## config.mk

```make
export PLATFORM = sky130hd
export DESIGN_NAME = alu_operand_sequencer_flat
export DESIGN_NICKNAME = d
export VERILOG_FILES = /design/src/rtl/cpu_types_pkg.sv /design/src/rtl/alu_operand_sequencer_if.sv /design/src/rtl/key_debounce.sv /design/src/rtl/alu_operand_sequencer.sv /design/src/flat_wrapper.sv
export SDC_FILE = /design/constraint.sdc
export NUM_CORES = 1
export LEC_CHECK = 0
export CAP_MARGIN = 20
export CORE_MARGIN = 2
export CORE_UTILIZATION = 35
export CTS_CLUSTER_SIZE = 28
export DETAILED_ROUTE_END_ITERATION = 7
export PLACE_DENSITY = 0.6
export SETUP_SLACK_MARGIN = 0.5
export SLEW_MARGIN = 40
export SYNTH_ARGS = -nofsm -noshare
export SYNTH_HDL_FRONTEND = slang
export SYNTH_SLANG_ARGS = --single-unit
```

## constraint.sdc

```tcl
create_clock -name CLK -period 8.8 [get_ports CLK]
set_input_delay 1.32 -clock CLK [delete_from_list [all_inputs] [get_ports CLK]]
set_output_delay 1.32 -clock CLK [all_outputs]
set_load 0.1 [all_outputs]
```

## src/rtl/cpu_types_pkg.sv

```systemverilog
// -----------------------------------------------------------------------------
// cpu_types_pkg
// Types shared by the CPU datapath and the board front-end.
//   aluop_t        : ALU operation code (4 bits, taken from SW[3:0] at the board)
//   aluseq_state_t : operand sequencer state, also driven to the board LEDs
//   sw_to_operand  : sign-extends the 17-bit switch value to a 32-bit operand
// -----------------------------------------------------------------------------
package cpu_types_pkg;

  localparam int unsigned DATA_W = 32;
  localparam int unsigned SW_W   = 18;

  typedef enum logic [3:0] {
    ALU_ADD = 4'h0,
    ALU_SUB = 4'h1,
    ALU_AND = 4'h2,
    ALU_OR  = 4'h3,
    ALU_XOR = 4'h4,
    ALU_NOR = 4'h5,
    ALU_SLL = 4'h6,
    ALU_SRL = 4'h7,
    ALU_SRA = 4'h8,
    ALU_SLT = 4'h9
  } aluop_t;

  typedef enum logic [1:0] {
    SEQ_LOAD_A,
    SEQ_LOAD_B,
    SEQ_LOAD_OP,
    SEQ_SHOW
  } aluseq_state_t;

  // SW[16] is the sign bit of the 17-bit operand typed on the switches.
  function automatic logic [DATA_W-1:0] sw_to_operand(input logic [16:0] sw);
    return {{15{sw[16]}}, sw};
  endfunction

endpackage

```

## src/rtl/alu_operand_sequencer_if.sv

```systemverilog
// -----------------------------------------------------------------------------
// alu_operand_sequencer_if
// Bus between the operand sequencer and the ALU.
//   porta, portb : operands (sequencer -> ALU)
//   aluop        : operation (sequencer -> ALU)
//   result       : ALU portout (ALU -> sequencer)
//   negative, overflow, zero : ALU flags (ALU -> sequencer)
// Modports: master = sequencer side, slave = ALU side.
// -----------------------------------------------------------------------------
interface alu_operand_sequencer_if;
  import cpu_types_pkg::*;

  logic [DATA_W-1:0] porta;
  logic [DATA_W-1:0] portb;
  aluop_t            aluop;
  logic [DATA_W-1:0] result;
  logic              negative;
  logic              overflow;
  logic              zero;

  modport master (
    output porta, portb, aluop,
    input  result, negative, overflow, zero
  );

  modport slave (
    input  porta, portb, aluop,
    output result, negative, overflow, zero
  );

endinterface

```

## src/rtl/key_debounce.sv

```systemverilog
// -----------------------------------------------------------------------------
// key_debounce
// Synchronizes one active-low push-button, debounces it and emits a single-cycle
// pulse when the debounced level falls (key pressed). Release gives no pulse.
//   CLK, RST : clock, asynchronous active-high reset
//   key_n    : raw button, active-low, asynchronous to CLK
//   press    : one-cycle pulse per accepted press (registered)
// -----------------------------------------------------------------------------
module key_debounce #(
  parameter int DEBOUNCE_CYCLES = 500000
) (
  input  logic CLK,
  input  logic RST,
  input  logic key_n,
  output logic press
);

  localparam int CW = (DEBOUNCE_CYCLES > 1) ? $clog2(DEBOUNCE_CYCLES) : 1;
  localparam logic [CW-1:0] TC = CW'(DEBOUNCE_CYCLES - 1);

  logic          key_meta;
  logic          key_sync;
  logic          key_deb;
  logic          key_deb_d;
  logic [CW-1:0] cnt;

  always_ff @(posedge CLK or posedge RST) begin
    if (RST) begin
      key_meta  <= 1'b0;
      key_sync  <= 1'b0;
      key_deb   <= 1'b1;
      key_deb_d <= 1'b1;
      cnt       <= '0;
      press     <= 1'b0;
    end else begin
      key_meta  <= key_n;
      key_sync  <= key_meta;
      key_deb_d <= key_deb;
      press     <= key_deb_d & ~key_deb;
      // Any sample agreeing with the accepted level restarts the stability window.
      if (key_sync == key_deb) begin
        cnt <= '0;
      end else if (cnt == TC) begin
        key_deb <= key_sync;
        cnt     <= '0;
      end else begin
        cnt <= cnt + CW'(1);
      end
    end
  end

endmodule

```

## src/rtl/alu_operand_sequencer.sv

```systemverilog
// -----------------------------------------------------------------------------
// alu_operand_sequencer
// Board front-end for the ALU: the operator enters operand A, operand B and the
// op code on the switches, confirming each with the enter key; the ALU result
// and flags are then captured for the hex display.
//   CLK, RST   : clock, asynchronous active-high reset
//   SW[17:0]   : raw switches; SW[16:0] is a signed operand, SW[3:0] the op code
//   KEY[3:0]   : raw buttons, active-low; KEY[0] enter, KEY[1] clear
//   alu        : operand/op outputs and result/flag inputs to the ALU
//   disp_val   : value shown on the hex digits
//   flags      : captured {negative, overflow, zero}
//   res_valid  : disp_val/flags hold a captured result
//   state_led  : current sequencer state
//
// state       | meaning
// SEQ_LOAD_A  | display switches, enter latches operand A
// SEQ_LOAD_B  | display switches, enter latches operand B
// SEQ_LOAD_OP | display SW[3:0], enter latches op code
// SEQ_SHOW    | capture result once, hold it; enter returns to SEQ_LOAD_A
// -----------------------------------------------------------------------------
module alu_operand_sequencer
  import cpu_types_pkg::*;
#(
  parameter int DEBOUNCE_CYCLES = 500000
) (
  input  logic                     CLK,
  input  logic                     RST,
  input  logic [SW_W-1:0]          SW,
  input  logic [3:0]               KEY,
  alu_operand_sequencer_if.master  alu,
  output logic [DATA_W-1:0]        disp_val,
  output logic [2:0]               flags,
  output logic                     res_valid,
  output logic [1:0]               state_led
);

  logic [SW_W-1:0]   sw_meta;
  logic [SW_W-1:0]   sw_sync;
  logic [DATA_W-1:0] sw_val;
  logic              enter_press;
  logic              clear_press;
  aluseq_state_t     state;
  logic [DATA_W-1:0] porta;
  logic [DATA_W-1:0] portb;
  aluop_t            aluop;
  logic              unused_ok;

  assign unused_ok = ^{KEY[3:2], sw_sync[17]};

  always_ff @(posedge CLK or posedge RST) begin
    if (RST) begin
      sw_meta <= '0;
      sw_sync <= '0;
    end else begin
      sw_meta <= SW;
      sw_sync <= sw_meta;
    end
  end

  assign sw_val = sw_to_operand(sw_sync[16:0]);

  key_debounce #(.DEBOUNCE_CYCLES(DEBOUNCE_CYCLES)) u_key_enter (
    .CLK   (CLK),
    .RST   (RST),
    .key_n (KEY[0]),
    .press (enter_press)
  );

  key_debounce #(.DEBOUNCE_CYCLES(DEBOUNCE_CYCLES)) u_key_clear (
    .CLK   (CLK),
    .RST   (RST),
    .key_n (KEY[1]),
    .press (clear_press)
  );

  always_ff @(posedge CLK or posedge RST) begin
    if (RST) begin
      state     <= SEQ_LOAD_A;
      porta     <= '0;
      portb     <= '0;
      aluop     <= ALU_ADD;
      disp_val  <= '0;
      flags     <= '0;
      res_valid <= 1'b0;
    end else if (clear_press) begin
      // Clear has priority over a coincident enter; disp_val just holds.
      state     <= SEQ_LOAD_A;
      porta     <= '0;
      portb     <= '0;
      aluop     <= ALU_ADD;
      flags     <= '0;
      res_valid <= 1'b0;
    end else begin
      case (state)
        SEQ_LOAD_A: begin
          disp_val <= sw_val;
          if (enter_press) begin
            porta <= sw_val;
            state <= SEQ_LOAD_B;
          end
        end
        SEQ_LOAD_B: begin
          disp_val <= sw_val;
          if (enter_press) begin
            portb <= sw_val;
            state <= SEQ_LOAD_OP;
          end
        end
        SEQ_LOAD_OP: begin
          disp_val <= {28'b0, sw_sync[3:0]};
          if (enter_press) begin
            aluop <= aluop_t'(sw_sync[3:0]);
            state <= SEQ_SHOW;
          end
        end
        SEQ_SHOW: begin
          // res_valid is always low on SHOW entry, so it doubles as the
          // first-cycle marker for the one-time capture.
          if (enter_press) begin
            state     <= SEQ_LOAD_A;
            res_valid <= 1'b0;
          end else if (!res_valid) begin
            disp_val  <= alu.result;
            flags     <= {alu.negative, alu.overflow, alu.zero};
            res_valid <= 1'b1;
          end
        end
        default: state <= SEQ_LOAD_A;
      endcase
    end
  end

  assign alu.porta = porta;
  assign alu.portb = portb;
  assign alu.aluop = aluop;
  assign state_led = state;

endmodule

```

## src/flat_wrapper.sv

```systemverilog
// flat-port wrapper written by rule: the top's interface ports become plain ports
module alu_operand_sequencer_flat import cpu_types_pkg::*;
#(
  parameter int DEBOUNCE_CYCLES = 500000
)
  (CLK, RST, SW, KEY, disp_val, flags, res_valid, state_led, alu_porta, alu_portb, alu_aluop, alu_result, alu_negative, alu_overflow, alu_zero);
  alu_operand_sequencer_if alu_i ();
  input  logic CLK;
  input  logic RST;
  input  logic [SW_W-1:0] SW;
  input  logic [3:0] KEY;
  output logic [DATA_W-1:0] disp_val;
  output logic [2:0] flags;
  output logic res_valid;
  output logic [1:0] state_led;
  output wire logic [$bits(alu_i.porta)-1:0] alu_porta;
  output wire logic [$bits(alu_i.portb)-1:0] alu_portb;
  output wire logic [$bits(alu_i.aluop)-1:0] alu_aluop;
  input wire logic [$bits(alu_i.result)-1:0] alu_result;
  input wire logic [$bits(alu_i.negative)-1:0] alu_negative;
  input wire logic [$bits(alu_i.overflow)-1:0] alu_overflow;
  input wire logic [$bits(alu_i.zero)-1:0] alu_zero;
  assign alu_porta = alu_i.porta;
  assign alu_portb = alu_i.portb;
  assign alu_aluop = alu_i.aluop;
  assign alu_i.result = alu_result;
  assign alu_i.negative = alu_negative;
  assign alu_i.overflow = alu_overflow;
  assign alu_i.zero = alu_zero;
  alu_operand_sequencer #(.DEBOUNCE_CYCLES(DEBOUNCE_CYCLES)) u_core (.CLK(CLK), .RST(RST), .SW(SW), .KEY(KEY), .alu(alu_i), .disp_val(disp_val), .flags(flags), .res_valid(res_valid), .state_led(state_led));
endmodule
```

# Word-level counts from Yosys, hierarchy flattened
# Cells that the tools add are included.
[word_totals]
word_cells = 88
output_inout_bits = 106
reg_bits = 188
inputBits = 59
[classes]
reduce_logical = 15
muxes = 28
bitwise = 7
add_sub_neg = 2
n_eq_ne = 15
[ops]
columns = ["operator", "n"]
rows = [
  ["two-way mux 32 bit", 7],
  ["one-hot mux 32 bit (3 select lines)", 1],
  ["two-way mux 19 bit", 4],
  ["adder 19 x 1 -> 19 bit, second input constant", 2],
  ["equality test 19 bit, second input constant", 2],
  ["two-way mux 3 bit", 4],
  ["two-way mux 4 bit", 3],
  ["!= test 3 bit, second input constant", 4],
  ["two-way mux 2 bit", 5],
  ["AND reduction 2 bit", 5],
  ["nonzero test 2 bit", 5],
  ["!= test 2 bit, second input constant", 4],
  ["one-hot mux 2 bit (4 select lines)", 1],
  ["AND reduction 3 bit", 2],
  ["inverter 1 bit", 5],
  ["equality test 2 bit, second input constant", 2],
  ["AND reduction 4 bit", 1],
  ["two-way mux 1 bit", 3],
  ["AND 1 bit", 2],
  ["equality test 1 bit", 2],
  ["equality test 2 x 1 -> 1 bit, second input constant", 1],
  ["logical NOT 2 bit", 1],
  ["OR reduction 2 bit", 1],
]

# Longest topological paths before layout
[depth]
depth_word = 4
depth_mapped = 7
mapped_depth_nobuf = 6

# Modules after synthesis
# A second synthesis with hierarchy kept.
[unflattened]
cells_unflattened = 634
hier_area_um2 = 6740.2
[by_module_without_submodules]
columns = ["mod", "seq_area_each_um2", "n_inst", "cells_per_inst", "area_per_inst_um2"]
rows = [
  ["alu_operand_sequencer", 2752.6, 1, 422, 4440.5],
  ["key_debounce", 603.1, 2, 106, 1149.9],
]

# Worst setup path after synthesis
# No wires, ideal clock.
[synth_path]
kind = "reg-to-output"
from = "register u_core.alu.porta[30] (netlist name)"
to = "output port alu_porta[17]"
t_required_ns = 7.480
arrival_ns = 1.572
path_buffers = 1
stages_incl_launch_ff = 2
setup_slack_ns = 5.908
cell_sequence = "dfrtp_1 buf_4"
[synth_lines]
columns = ["item", "line_no", "rtl"]
rows = [
  ["end: declaration", "flat_wrapper.sv:16", "output wire logic [$bits(alu_i.porta)-1:0] alu_porta;"],
]

==> flow_metrics.env <==
export IMPL_placed_area_um2=7520
export IMPL_cts_hold_buf=0
export IMPL_wl_per_cell_um=15.7
export IMPL_ys_warn_count=0
export IMPL_nFillCells=1672
export IMPL_pre_cts_slack_ns=5.69
export IMPL_netlist_top_cells_count="dfrtp_1 (154), nand2_1 (106), a21oi_1 (82)"
export IMPL_drive_above_1_share=0.211
export IMPL_path_max_fanout=17
export IMPL_dr_total_vias=4923
export IMPL_detail_route_antenna_nets=0
export IMPL_firstDrtPassIters=4
export IMPL_synthAdderAreaFrac=0.0117
export IMPL_multiInputGateArea_um2=2120
export IMPL_port_buffers=161
export IMPL_muxShareOfSynthArea=0.00974
export IMPL_setup_viol=0
export IMPL_initial_core_util=0.358
export IMPL_place_gp_congestion=0.855
export IMPL_wl_um=15500
export IMPL_drtIter0Drc=270
export IMPL_leakage_nw=3.75
export IMPL_grt_use_total=0.163
export IMPL_hold_class="flop to flop"
export IMPL_grt_pass1_wl_um=25100
export IMPL_setup_ws_ns=5.96
export IMPL_timing_hold_ws_ns=0.348
export IMPL_die_w_um=139
export IMPL_cp_buffers_inverters=1
export IMPL_clock_sinks=158
export IMPL_worstPathCellList="buf_2"
export IMPL_yosysTopAreaCell="dfrtp_1"
export IMPL_clock_skew_ns=0.00849
export IMPL_cp_top_family="flip-flops"
export IMPL_ys_types=40
export IMPL_worstPathRequired_ns=7.48
export IMPL_fin_crit_ns=2.84
export IMPL_cp_arrival_ns=1.52
export IMPL_endpoint_kind="output pin"
export IMPL_dp_hpwl_um=10700
export IMPL_synth_nets=684
export IMPL_peakVddDrop_uv=140
export IMPL_synth_most_common_cell="dfrtp_1"
export IMPL_die_h_um=139
export IMPL_routed_via_density=4.99
export IMPL_status="complete, no violations"
export IMPL_cpPeakStageDelay_ns=0.58
export IMPL_synth_seq_area_share=0.616
export IMPL_synth_edf_count=0
export IMPL_synth_top_family_by_area="simple AND/OR/NAND/NOR gates"
export IMPL_core_um2=18000
export IMPL_rows=49
export IMPL_path_class="flop to output pin"
export IMPL_die_area_um2=19500
export IMPL_finalCritPeriodShare=0.323
export IMPL_cts_setup_buffers=0
export IMPL_ys_top_cells_by_area="dfrtp_1 (60%), a21oi_1 (6.4%), nand2_1 (6.2%)"
export IMPL_max_freq_ghz=0.352
export IMPL_slew_violations=0
export IMPL_synth_simple_area_share=0.171
export IMPL_tightest_slew_ns=0.789
export IMPL_p_total_mw=1.60
export IMPL_rsz0062_at_grt="false"
export IMPL_first_global_vias=4800
export IMPL_async_reset_ff_frac=1.00
export IMPL_netlist_area_leader_share=0.600
export IMPL_synth_xor_area_frac=0.0368
export IMPL_syn_to_final_growth_pct=26.0
export IMPL_ys_flop_type="dfrtp_1"
export IMPL_cts_htree_levels=4
export IMPL_clk_latency_ns=0.43
export IMPL_fin_cells=987
export IMPL_cpMaxStageDelayCell="dfrtp_1"
export IMPL_syn_area_um2=6420
export IMPL_hold_viol_final=0
export IMPL_grt_antenna_before_repair=0
export IMPL_cts_root_buf="clkbuf_16"
export IMPL_powerDensity_nw_per_um2=197
export IMPL_relSlewSlack=0.474
export IMPL_clock_path_buffers=2
export IMPL_ys_seq_elements=158
export IMPL_cap_viol_max_count=0
export IMPL_critPathLaunchType="flop"
export IMPL_cts_tree="yes"
export IMPL_dp_cells=955
export IMPL_synth_compound_area_frac=0.0980
export IMPL_overflow=0
export IMPL_drc=0
export IMPL_cts_resized=0
export IMPL_stdcell_area_um2=8100
export IMPL_cts_reportedPaths_clkPinSlew_ns=0.07
export IMPL_antennaDiodeCount=0
export IMPL_cts_buffers=17
export IMPL_synth_cells=619
export IMPL_fin_nets=810
export IMPL_final_util=0.451
export IMPL_synth_area_per_cell_um2=10.4
export IMPL_setup_tns_ns=0
export IMPL_grt_max_degree=81
export IMPL_regArea_um2=3960
export IMPL_pin_count=165
==> logic make-up (layout without fill, tap and decap cells) <==
logic type,after synthesis,in the layout
buf+inv,65,204
simple gates,245,245
xor+xnor,27,27
fa+ha+maj,6,6
mux,6,6
flops,158,158
compound gates,112,112
==> layer usage <==
metal  part of all wire  wire, um  track usage  up-vias
met5                  0         0            0        -
met4              0.013       196       0.0494        0
met3              0.069      1070       0.0475       16
met2               0.49      7560        0.262      151
met1               0.43      6660        0.214     2441
li1                   -         -            -     2315
==> area by class of cell <==
type                    instances  area share
multi-input cells             396       0.262
clock inverters                15      0.0187
flip-flops and latches        158       0.489
clock buffers                  17      0.0526
well taps                     229      0.0354
repair buffers                165       0.138
inverters                       7     0.00386
==> placed cells by master, fill, tap and decap left out, types with 2 or more instances in the layout <==
cell             Yosys  routed
a21oi_1             82      81
a22oi_1             16      16
and2_1               5       5
and3_1               5       5
and4_1               2       2
buf_2                1     106
buf_4               31       3
clkbuf_16            0      17
clkdlybuf4s50_1      0      55
clkinv_4             0       2
clkinvlp_4           0       2
dfrtp_1            154     153
dfstp_2              4       4
ha_1                 6       6
inv_1                7       6
inv_6                0       8
inv_8                0       2
mux2_2               2       2
mux2i_1              4       4
nand2_1            106     106
nand3_1             14      14
nand4_1             12      12
nor2_1              72      72
nor2b_1              2       2
nor3_1               2       2
nor4_1               4       4
nor4b_1              2       2
o21ai_0              7       7
o31ai_1              3       3
or3_1                6       6
or3_2                2       2
or4_1                5       5
xnor2_1             13      13
xor2_1              14      14
==> flip-flops by register name (all words and copies together) (netlist names), 2 cells and up <==
register,cells
u_core.sw_meta,17
u_core.alu.portb,17
u_core.u_key_clear.cnt,19
u_core.flags,3
u_core.alu.aluop,4
u_core.disp_val,32
u_core.u_key_enter.cnt,19
u_core.state_led,2
u_core.sw_sync,17
u_core.alu.porta,17
==> report_power, final <==
| part | internal (mW) | switching (mW) | total [mW] |
|---|---|---|---|
| combinational | 0.0336 | 0.0877 | 0.121 |
| clock | 0.399 | 0.319 | 0.718 |
| sequential | 0.745 | 0.0124 | 0.757 |
| total | 1.18 | 0.419 | 1.60 |
==> path summary, 6_finish.rpt <==
path	start	end	slack, ns	cells past startpoint
hold reg to reg	u_core.u_key_clear.key_meta	u_core.u_key_clear.key_sync	0.35	0
hold / removal	u_core.u_key_clear.key_meta	u_core.u_key_clear.key_sync	0.35	0
min in group asynchronous	RST	u_core.u_key_clear.key_meta	1.40	2
max in group asynchronous	RST	u_core.u_key_enter.cnt[16]	6.26	3
setup / recovery	u_core.alu.porta[30]	alu_porta[29]	5.96	1
setup reg to reg	u_core.u_key_enter.press	u_core.disp_val[23]	6.25	5
Note: power is estimated with default switching activity, not from simulation.
